--- src/rtl/piezo_melody_player.sv ---
// piezo_melody_player
// RAM-backed multi-song note sequencer driving a square-wave piezo pin.
// The note RAM is split into 2^SONG_W equal segments, one per song. Each entry
// is {div, dur, last}: div = tone half-period in clk cycles (0 = rest),
// dur = length in ticks of TICK_DIV clk cycles (0 = skip entry),
// last = final note of the song. The top entry of a segment is always last.
// Optional build macro: MELODY_RETRIGGER_EN. When it is defined, start while
// busy restarts playback at the newly selected song. Otherwise start is only
// honoured in IDLE.
// Requires SONG_W < ADDR_W so that note_idx has at least one bit.

module piezo_melody_player #(
    parameter int DIV_W    = 16,
    parameter int DUR_W    = 12,
    parameter int ADDR_W   = 5,
    parameter int SONG_W   = 2,
    parameter int TICK_DIV = 1000
) (
    input  logic                     clk,
    input  logic                     rst,
    input  logic                     wr_en,
    input  logic [ADDR_W-1:0]        wr_addr,
    input  logic [DIV_W-1:0]         wr_div,
    input  logic [DUR_W-1:0]         wr_dur,
    input  logic                     wr_last,
    input  logic                     start,
    input  logic [SONG_W-1:0]        song_sel,
    input  logic                     loop,
    input  logic                     stop,
    output logic                     busy,
    output logic                     done,
    output logic [ADDR_W-SONG_W-1:0] note_idx,
    output logic                     piezo_out
);

    localparam int SEG_W = ADDR_W - SONG_W;
    localparam int PRE_W = (TICK_DIV > 1) ? $clog2(TICK_DIV) : 1;
    localparam int ENT_W = DIV_W + DUR_W + 1;
    localparam int DEPTH = 1 << ADDR_W;

    localparam logic [1:0] S_IDLE  = 2'd0;
    localparam logic [1:0] S_FETCH = 2'd1;
    localparam logic [1:0] S_PLAY  = 2'd2;

    // Note RAM and its synchronous read register
    logic [ENT_W-1:0]  r_mem [DEPTH];
    logic [ENT_W-1:0]  r_rd_q;

    // Sequencer state
    logic [1:0]        r_state;
    logic [ADDR_W-1:0] r_addr;
    logic [SONG_W-1:0] r_song;
    logic              r_loop;
    logic              r_done;

    // Latched current note
    logic [DIV_W-1:0]  r_div;
    logic [DUR_W-1:0]  r_dur;
    logic              r_last;

    // Playback counters and output
    logic [PRE_W-1:0]  r_pre;
    logic [DUR_W-1:0]  r_dur_cnt;
    logic [DIV_W-1:0]  r_tone;
    logic              r_piezo;

    // Decoded RAM word and next-state signals
    logic [DIV_W-1:0]  w_rd_div;
    logic [DUR_W-1:0]  w_rd_dur;
    logic              w_rd_last;
    logic [ADDR_W-1:0] w_new_base;
    logic [ADDR_W-1:0] w_cur_base;
    logic              w_seg_end;
    logic              w_tick_wrap;
    logic              w_dur_done;
    logic              w_start_ok;
    logic              w_last;
    logic              w_note_end;
    logic              w_stay_play;
    logic [1:0]        w_nxt_state;
    logic [ADDR_W-1:0] w_nxt_addr;
    logic              w_nxt_done;

    assign w_rd_div   = r_rd_q[ENT_W-1 -: DIV_W];
    assign w_rd_dur   = r_rd_q[DUR_W:1];
    assign w_rd_last  = r_rd_q[0];

    assign w_new_base = {song_sel, SEG_W'(0)};
    assign w_cur_base = {r_song, SEG_W'(0)};
    assign w_seg_end  = &r_addr[SEG_W-1:0];

    // A note ends on the last prescaler cycle of its last tick
    assign w_tick_wrap = (r_pre == PRE_W'(TICK_DIV - 1));
    assign w_dur_done  = w_tick_wrap && (r_dur_cnt == r_dur - DUR_W'(1));

`ifdef MELODY_RETRIGGER_EN
    assign w_start_ok = start;
`else
    assign w_start_ok = start && (r_state == S_IDLE);
`endif

    // Next state / next address; stop overrides start, start overrides the sequencer
    always_comb begin
        w_nxt_state = r_state;
        w_nxt_addr  = r_addr;
        w_nxt_done  = 1'b0;
        w_last      = 1'b0;
        w_note_end  = 1'b0;

        case (r_state)
            S_FETCH: begin
                // RAM word is valid during FETCH; a zero-length entry ends here
                w_last     = w_rd_last | w_seg_end;
                w_note_end = (w_rd_dur == '0);
                if (!w_note_end)
                    w_nxt_state = S_PLAY;
            end
            S_PLAY: begin
                w_last     = r_last | w_seg_end;
                w_note_end = w_dur_done;
            end
            default: ;
        endcase

        if (w_note_end) begin
            if (!w_last) begin
                w_nxt_addr  = r_addr + ADDR_W'(1);
                w_nxt_state = S_FETCH;
            end else if (r_loop) begin
                w_nxt_addr  = w_cur_base;
                w_nxt_state = S_FETCH;
            end else begin
                w_nxt_state = S_IDLE;
                w_nxt_done  = 1'b1;
            end
        end

        if (w_start_ok) begin
            w_nxt_state = S_FETCH;
            w_nxt_addr  = w_new_base;
            w_nxt_done  = 1'b0;
        end

        if (stop) begin
            w_nxt_state = S_IDLE;
            w_nxt_addr  = r_addr;
            w_nxt_done  = 1'b0;
        end
    end

    // Note RAM: write port plus read of the address about to be fetched, so the
    // word is ready in the FETCH cycle; NBA ordering gives read-before-write
    always_ff @(posedge clk) begin
        if (wr_en)
            r_mem[wr_addr] <= {wr_div, wr_dur, wr_last};
        r_rd_q <= r_mem[w_nxt_addr];
    end

    // Sequencer registers, song/mode latch and current-note latch
    always_ff @(posedge clk or posedge rst) begin
        if (rst) begin
            r_state <= S_IDLE;
            r_addr  <= '0;
            r_song  <= '0;
            r_loop  <= 1'b0;
            r_done  <= 1'b0;
            r_div   <= '0;
            r_dur   <= '0;
            r_last  <= 1'b0;
        end else begin
            r_state <= w_nxt_state;
            r_addr  <= w_nxt_addr;
            r_done  <= w_nxt_done;
            if (w_start_ok && !stop) begin
                r_song <= song_sel;
                r_loop <= loop;
            end
            if (r_state == S_FETCH) begin
                r_div  <= w_rd_div;
                r_dur  <= w_rd_dur;
                r_last <= w_rd_last;
            end
        end
    end

    // Counters run only while remaining in PLAY; anything else clears them and silences the pin
    assign w_stay_play = (r_state == S_PLAY) && (w_nxt_state == S_PLAY);

    // Tick prescaler, duration counter and tone divider
    always_ff @(posedge clk or posedge rst) begin
        if (rst) begin
            r_pre     <= '0;
            r_dur_cnt <= '0;
            r_tone    <= '0;
            r_piezo   <= 1'b0;
        end else if (!w_stay_play) begin
            r_pre     <= '0;
            r_dur_cnt <= '0;
            r_tone    <= '0;
            r_piezo   <= 1'b0;
        end else begin
            if (w_tick_wrap) begin
                r_pre     <= '0;
                r_dur_cnt <= r_dur_cnt + DUR_W'(1);
            end else begin
                r_pre <= r_pre + PRE_W'(1);
            end

            if (r_div == '0) begin
                r_tone  <= '0;
                r_piezo <= 1'b0;
            end else if (r_tone == r_div - DIV_W'(1)) begin
                r_tone  <= '0;
                r_piezo <= ~r_piezo;
            end else begin
                r_tone <= r_tone + DIV_W'(1);
            end
        end
    end

    assign busy      = (r_state != S_IDLE);
    assign done      = r_done;
    assign note_idx  = r_addr[SEG_W-1:0];
    assign piezo_out = r_piezo;

endmodule

--- config.mk ---
export PLATFORM = sky130hd
export DESIGN_NAME = piezo_melody_player
export DESIGN_NICKNAME = d
export VERILOG_FILES = /design/src/rtl/piezo_melody_player.sv
export SDC_FILE = /design/constraint.sdc
export NUM_CORES = 1
export LEC_CHECK = 0
export ABC_CLOCK_PERIOD_IN_PS = 9100
export BUFFER_PORTS_ARGS = -buffer_cell sky130_fd_sc_hd__buf_2
export CAP_MARGIN = 40
export CORE_AREA = 10 10 299 329
export CTS_CLUSTER_SIZE = 28
export DETAILED_ROUTE_END_ITERATION = 7
export DIE_AREA = 0 0 309 339
export PLACE_DENSITY_LB_ADDON = 0.15
export SLEW_MARGIN = 15
export SYNTH_ARGS = -nofsm -noshare
export SYNTH_HDL_FRONTEND = slang
export SYNTH_SLANG_ARGS = --single-unit
export TNS_END_PERCENT = 50
--- constraint.sdc ---
create_clock -name clk -period 9.1 [get_ports clk]
set_input_delay 0.91 -clock clk [delete_from_list [all_inputs] [get_ports clk]]
set_output_delay 0.91 -clock clk [all_outputs]
set_load 0.02 [all_outputs]
==> results of run 1 <==
-- stage by stage --
stage | power (µW) | hold WS, ns | instance area (µm²) | cells
detailed placement | 6326 | 0.4279 | 42650 | 4235
finish | 10540 | 0.2358 | 46170 | 4436
CTS | 10610 | 0.2184 | 46120 | 4434
global placement | 6301 | 0.4337 | 42550 | 4230
floorplan | 5972 | 0.4096 | 40840 | 3111
global route | 10880 | 0.2595 | 46170 | 4436
-- flip-flops by register name (all words and copies together), names as in the netlist, 2 cells and up --
| name | flops |
|---|---|
| r_tone | 16 |
| r_song | 2 |
| r_state | 2 |
| r_dur | 12 |
| r_rd_q | 29 |
| r_addr | 5 |
| r_div | 16 |
| r_dur_cnt | 12 |
| r_pre | 10 |
| r_mem | 928 |
-- layer usage --
metal / track usage, % / part of all wire [%] / up-vias
met4: 7.328 / 3.2 / 6
met5: 0 / 0.039 / -
met3: 3.501 / 8.1 / 234
li1: - / - / 11410
met1: 29.85 / 42 / 12890
met2: 34.57 / 47 / 1087
-- area by class of cell --
| class | count | area, µm² |
|---|---|---|
| Timing Repair Buffer | 111 | 839.6 |
| Tap cell | 1180 | 1476 |
| Fill cell | 7678 | 44970 |
| Clock inverter | 62 | 611.8 |
| Multi-Input combinational cell | 1886 | 9862 |
| Sequential cell | 1036 | 30420 |
| Inverter | 24 | 101.3 |
| Clock buffer | 137 | 2859 |
-- where the power goes --
part | internal, µW | switching [µW]
logic | 246 | 436
clock network | 2480 | 1820
registers | 5350 | 197
-- worst max path at each step --
| stage | from | to | slack [ns] | cells past startpoint |
|---|---|---|---|---|
| 6_report | r_dur[0] | r_rd_q[13] | 3.79 | 17 |
| 5_1_grt | r_dur[2] | r_rd_q[28] | 3.49 | 14 |
| 4_1_cts | r_dur[0] | r_rd_q[28] | 3.83 | 17 |
| 3_5_place_dp | r_dur[0] | r_rd_q[28] | 3.86 | 17 |
| 3_3_place_gp | r_dur[0] | r_rd_q[28] | 3.88 | 16 |
| 2_1_floorplan | r_dur[0] | r_rd_q[18] | 5.77 | 17 |
-- cell families after synthesis --
kind of cell / synth area share, %
buffers and inverters: 2.181
AO/OA/AOI/OAI: 2.258
AND/OR/NAND/NOR: 17.71
adder cells (fa/ha/maj): 0.3370
XOR/XNOR: 1.394
multiplexers: 1.627
flip-flops: 74.50
-- cell usage after synthesis (all sizes together), types with 29 or more instances --
master	n	share of area, %
dfxtp	29	1.4
nand3	365	4.5
clkbuf	63	0.58
nand4	96	1.5
xnor2	33	0.71
mux2i	37	0.94
nor4	52	1.0
edfxtp	928	68
nand2	785	7.2
xor2	32	0.69
a32oi	30	0.64
buf	102	1.4
dfrtp	79	4.8
nor2	266	2.4
-- placed cells by master (no fill, tap or decap), types with 4 or more instances in the layout --
master | synthesis | layout
o31ai_1 | 4 | 4
xnor2_1 | 33 | 33
buf_16 | 0 | 4
or4_1 | 6 | 6
clkbuf_8 | 0 | 9
nor2_1 | 266 | 234
inv_1 | 19 | 18
nand3b_1 | 6 | 6
nand4_1 | 96 | 96
edfxtp_1 | 928 | 928
a211oi_1 | 4 | 4
nor4_1 | 39 | 26
clkbuf_16 | 0 | 106
nand2_1 | 785 | 785
clkbuf_1 | 63 | 22
and3_1 | 9 | 9
o221ai_1 | 28 | 28
dfxtp_1 | 29 | 29
mux2_2 | 25 | 25
a211o_1 | 4 | 4
a21oi_1 | 9 | 9
o21ai_0 | 16 | 16
nor2_4 | 0 | 32
nor4_2 | 12 | 24
clkinv_1 | 0 | 24
buf_4 | 11 | 55
mux2i_1 | 36 | 36
a32oi_1 | 30 | 30
bufinv_16 | 0 | 9
ha_1 | 11 | 10
and2_1 | 4 | 4
nor3_1 | 16 | 16
dfrtp_1 | 79 | 79
nand3_1 | 365 | 365
clkinv_2 | 0 | 21
buf_2 | 82 | 47
xor2_1 | 32 | 32
-- worst max-delay path, stage by stage, from the launching register on --
cell and delay (ns):
dfrtp_1 0.43, inv_1 0.10, ha_1 0.18, nor3b_2 0.34, mux2_2 0.39, mux2i_1 0.15, o21ai_1 0.11, a41oi_1 0.32
nor3_2 0.14, a22oi_2 0.19, buf_4 0.55, inv_8 0.22, buf_16 0.33, nor4_2 0.56, buf_4 0.54, a32oi_1 0.20
o221ai_1 0.13, nor4_1 0.10
==> results.sh, run 1 <==
export IMPL_gp_congestion=0.8129
export IMPL_drv_cap=0
export IMPL_fp_coreArea_um2=91150
export IMPL_rsz0062_at_grt="no"
export IMPL_min_path_type="input port to asynchronous set/reset pin"
export IMPL_cts_tree="yes"
export IMPL_htreeDepth=3
export IMPL_async_flop_share_pct=7.625
export IMPL_cts_clk_slew_worst_paths_ns=0.06
export IMPL_seq_area_frac_synth_pct=74.50
export IMPL_slew_violations=0
export IMPL_place_hpwl_um=58300
export IMPL_dp_slack_ns=3.864
export IMPL_cp_end_kind="register"
export IMPL_num_io_pins=48
export IMPL_rr_startpoint="r_dur[0]"
export IMPL_initial_utilization_pct=44.81
export IMPL_vias_per_cell=5.779
export IMPL_drtIter0Drc=3037
export IMPL_worst_slew_pin_slew_ns=1.153
export IMPL_cts_buffers=105
export IMPL_drc=0
export IMPL_path_max_fanout=121
export IMPL_rows=116
export IMPL_diodes=0
export IMPL_avgSynthCellArea_um2=13.13
export IMPL_cts_resized=0
export IMPL_clockBufferDepth=3
export IMPL_nets=3217
export IMPL_r2r_end="r_rd_q[13]"
export IMPL_overflow=0
export IMPL_synth_edf_count=928
export IMPL_totalWireLength_um=115200
export IMPL_numPortBuffers=47
export IMPL_grt_pass1_wl_um=166900
export IMPL_critPathArrivalTime_ns=5.87
export IMPL_period_needed_ns=5.311
export IMPL_r2r_setup_slack_ns=3.79
export IMPL_globalRouteTotalUtil_pct=21.66
export IMPL_yosys_register_bits=1036
export IMPL_timing_final_crit_share_pct=58.37
export IMPL_relSlewSlack_pct=23.12
export IMPL_ys_types=63
export IMPL_netlist_area_um2=40840
export IMPL_required_ns=9.66
export IMPL_fmax_ghz=0.1883
export IMPL_num_vias=25630
export IMPL_die_w_um=309
export IMPL_setup_viol=0
export IMPL_outcome="finished, final reports clean"
export IMPL_clock_sinks=1036
export IMPL_netlist_instances=3111
export IMPL_utilization_pct=50.66
export IMPL_worstRegToRegCells=17
export IMPL_synth_warnings=0
export IMPL_grt_max_degree=219
export IMPL_drtAntennaViolNets=0
export IMPL_worstSkewPairLatency_ns=0.70
export IMPL_post_cts_repair_setup_buffers=0
export IMPL_postLayoutSetupSlackWorst_ns=3.789
export IMPL_cellPowerDensity_nw_per_um2=228.2
export IMPL_syn_nets=3164
export IMPL_cts_hold_buffers=0
export IMPL_die_area_um2=104800
export IMPL_tns_ns=0
export IMPL_antenna_found_initial=7
export IMPL_cts_root_buffer="clkbuf_16"
export IMPL_area_growth_pct=13.06
export IMPL_synth_ff_type="edfxtp_1"
export IMPL_leakage_uw=0.01552
export IMPL_grt_pass1_vias=24600
export IMPL_hold_viol_final=0
export IMPL_post_drt_wl_per_cell_um=25.98
export IMPL_max_vdd_ir_drop_uv=181.2
export IMPL_drive_gt1_share_pct=11.33
export IMPL_worstSetupStartpointType="register"
export IMPL_clock_skew_ns=0.03105
export IMPL_first_pass_iters=8
export IMPL_crit_type="register to register"
export IMPL_die_h_um=339
Power figures use the tool's default switching activity.
==> inputs of run 2 (changes only) <==
--- a/config.mk
+++ b/config.mk
@@ -5,7 +5,7 @@
 export SDC_FILE = /design/constraint.sdc
 export NUM_CORES = 1
 export LEC_CHECK = 0
-export ABC_CLOCK_PERIOD_IN_PS = 9100
+export ABC_CLOCK_PERIOD_IN_PS = 4340
 export BUFFER_PORTS_ARGS = -buffer_cell sky130_fd_sc_hd__buf_2
 export CAP_MARGIN = 40
 export CORE_AREA = 10 10 299 329
==> constraint.sdc (replaced) <==
create_clock -name clk -period 4.34 [get_ports clk]
set_input_delay 0.434 -clock clk [delete_from_list [all_inputs] [get_ports clk]]
set_output_delay 0.434 -clock clk [all_outputs]
set_load 0.02 [all_outputs]
==> results.sh, run 2 (same netlist as run 1, synthesis figures left out) <==
export IMPL_reg_largest_list="r_mem: 928 flops, r_rd_q: 29 flops"
export IMPL_grt_pass1_vias=24620
export IMPL_relSlewSlack_pct=44.23
export IMPL_comb_power_share_pct=7.1
export IMPL_drtIter0Drc=2840
export IMPL_p_seq_share_pct=52.2
export IMPL_fp_coreArea_um2=91150
export IMPL_cts_root_buffer="clkbuf_16"
export IMPL_period_needed_ns=4.105
export IMPL_largest_reg_flops=928
export IMPL_timing_final_crit_share_pct=94.58
export IMPL_gp_congestion=0.8546
export IMPL_clock_skew_ns=0.02909
export IMPL_grt_max_degree=110
export IMPL_dp_slack_ns=0.2148
export IMPL_totalWireLength_um=112600
export IMPL_worst_slew_pin_slew_ns=0.8346
export IMPL_path_max_fanout=41
export IMPL_p_sw_uw=5248
export IMPL_die_w_um=309
export IMPL_vias_per_cell=5.712
export IMPL_outcome="finished, final reports clean"
export IMPL_drc=0
export IMPL_max_vdd_ir_drop_uv=413.7
export IMPL_top_register="r_mem"
export IMPL_cp_end_kind="register"
export IMPL_place_hpwl_um=66810
export IMPL_area_growth_pct=15.52
export IMPL_leakage_uw=0.01598
export IMPL_die_area_um2=104800
export IMPL_globalRouteTotalUtil_pct=20.95
export IMPL_drv_cap=0
export IMPL_overflow=0
export IMPL_postLayoutSetupSlackWorst_ns=0.2352
export IMPL_first_pass_iters=7
export IMPL_num_vias=25670
export IMPL_cts_clk_slew_worst_paths_ns=0.06
export IMPL_die_h_um=339
export IMPL_slowest_stage="dfrtp_1"
export IMPL_utilization_pct=51.76
export IMPL_numPortBuffers=47
export IMPL_htreeDepth=3
export IMPL_setup_viol=0
export IMPL_switching_share_pct=23.48
export IMPL_fin_cells=4494
export IMPL_drive_gt1_share_pct=13.19
export IMPL_critPathArrivalTime_ns=4.69
export IMPL_required_ns=4.92
export IMPL_clockBufferDepth=3
export IMPL_slew_violations=0
export IMPL_worstSkewPairLatency_ns=0.68
export IMPL_cpPeakStageDelay_ns=0.45
export IMPL_hold_viol_final=0
export IMPL_p_int_uw=17110
export IMPL_cts_buffers=105
export IMPL_mostFrequentLayoutCell="edfxtp_1"
export IMPL_diodes=0
export IMPL_drtAntennaViolNets=0
export IMPL_antenna_found_initial=7
export IMPL_dp_cells=4283
export IMPL_cts_tree="yes"
export IMPL_crit_type="register to register"
export IMPL_worstSetupStartpointType="register"
export IMPL_layout_common_cells="928 x edfxtp_1, 785 x nand2_1, 365 x nand3_1, 234 x nor2_1, 110 x clkbuf_16"
export IMPL_cellPowerDensity_nw_per_um2=473.8
export IMPL_min_path_type="input port to register"
export IMPL_rows=116
export IMPL_clock_sinks=1036
export IMPL_grt_pass1_wl_um=164000
export IMPL_worstPathCellList="inv_1 -> ha_1 -> nor3b_4 -> mux2_2 -> mux2i_1 -> o21ai_1 -> a41o_1 -> o21ai_2 -> a22oi_2 -> inv_4 -> buf_12 -> nand2_1 -> a32oi_1 -> o221ai_1 -> nor4_2"
export IMPL_initial_utilization_pct=44.81
export IMPL_fmax_ghz=0.2436
export IMPL_num_io_pins=48
export IMPL_p_clk_share_pct=40.7
export IMPL_nFillCells=7642
export IMPL_nets=3275
export IMPL_post_drt_wl_per_cell_um=25.06
[run 2: cell type report]
| type | count | area [µm²] | area share, % |
|---|---|---|---|
| clock inverter | 59 | 606.8 | 1.286 |
| sequential | 1036 | 30420 | 64.49 |
| inverter | 24 | 101.3 | 0.2148 |
| multi-input combinational | 1886 | 9927 | 21.04 |
| tap | 1180 | 1476 | 3.130 |
| clock buffer | 140 | 2912 | 6.172 |
| timing repair buffer | 169 | 1729 | 3.665 |
[run 2: worst max-delay path, delay by kind of cell, from the launching register on]
family	cells	cell delay, ns
compound gates	6	1.49
simple gates	3	0.72
mux	2	0.50
flops	1	0.45
fa+ha+maj	1	0.21
buf+inv	3	0.60
[run 2: layer usage]
layer  global-route usage [%]  up-vias  wire, µm
li1                         -    11550         -
met1                    28.51    12900     46510
met2                    33.02     1028     52830
met3                    5.054      191     10340
met4                    6.212        8      2893
met5                        0        -        55
[run 2: final timing paths]
check                           start          to  slack, ns  cells after the start
setup reg to reg             r_dur[0]  r_rd_q[18]       0.24                     15
min in group asynchronous         rst   r_div[14]       0.29                      3
hold reg to reg            r_rd_q[27]   r_div[14]       0.47                      1
max in group asynchronous         rst    r_dur[7]       2.98                      4
hold / removal                   stop  r_state[0]       0.13                      3
setup / recovery             r_dur[0]  r_rd_q[18]       0.24                     15
[run 2: what timing repair did]
| action | in CTS | in global routing |
|---|---|---|
| setup buffers | 0 | 4 |
| hold endpoints to repair | 27 | 0 |
| resized for setup | 0 | 18 |
| hold buffers | 4 | 0 |
| endpoints found under the setup margin | 0 | 25 |
[run 2: stage by stage]
step                hold WS, ns  setup TNS (ns)  instance area, µm²  total power [µW]
floorplan                0.4096               0               40840             12520
global placement         0.4472               0               43220             13330
detailed placement       0.4510               0               43380             13390
CTS                     0.08327               0               46940             22470
global route             0.1486        -0.01021               47180             23070
finish                   0.1343               0               47180             22350
[run 2: power by group through the flow]
stage                     combinational [µW]  sequential [µW]  clock [µW]
after floorplan                          913            11600           0
after global placement                  1480            11800           0
after global routing                    1710            11700        9660
after CTS                               1540            11600        9280
after detailed placement                1540            11800           0
final                                   1580            11700        9100
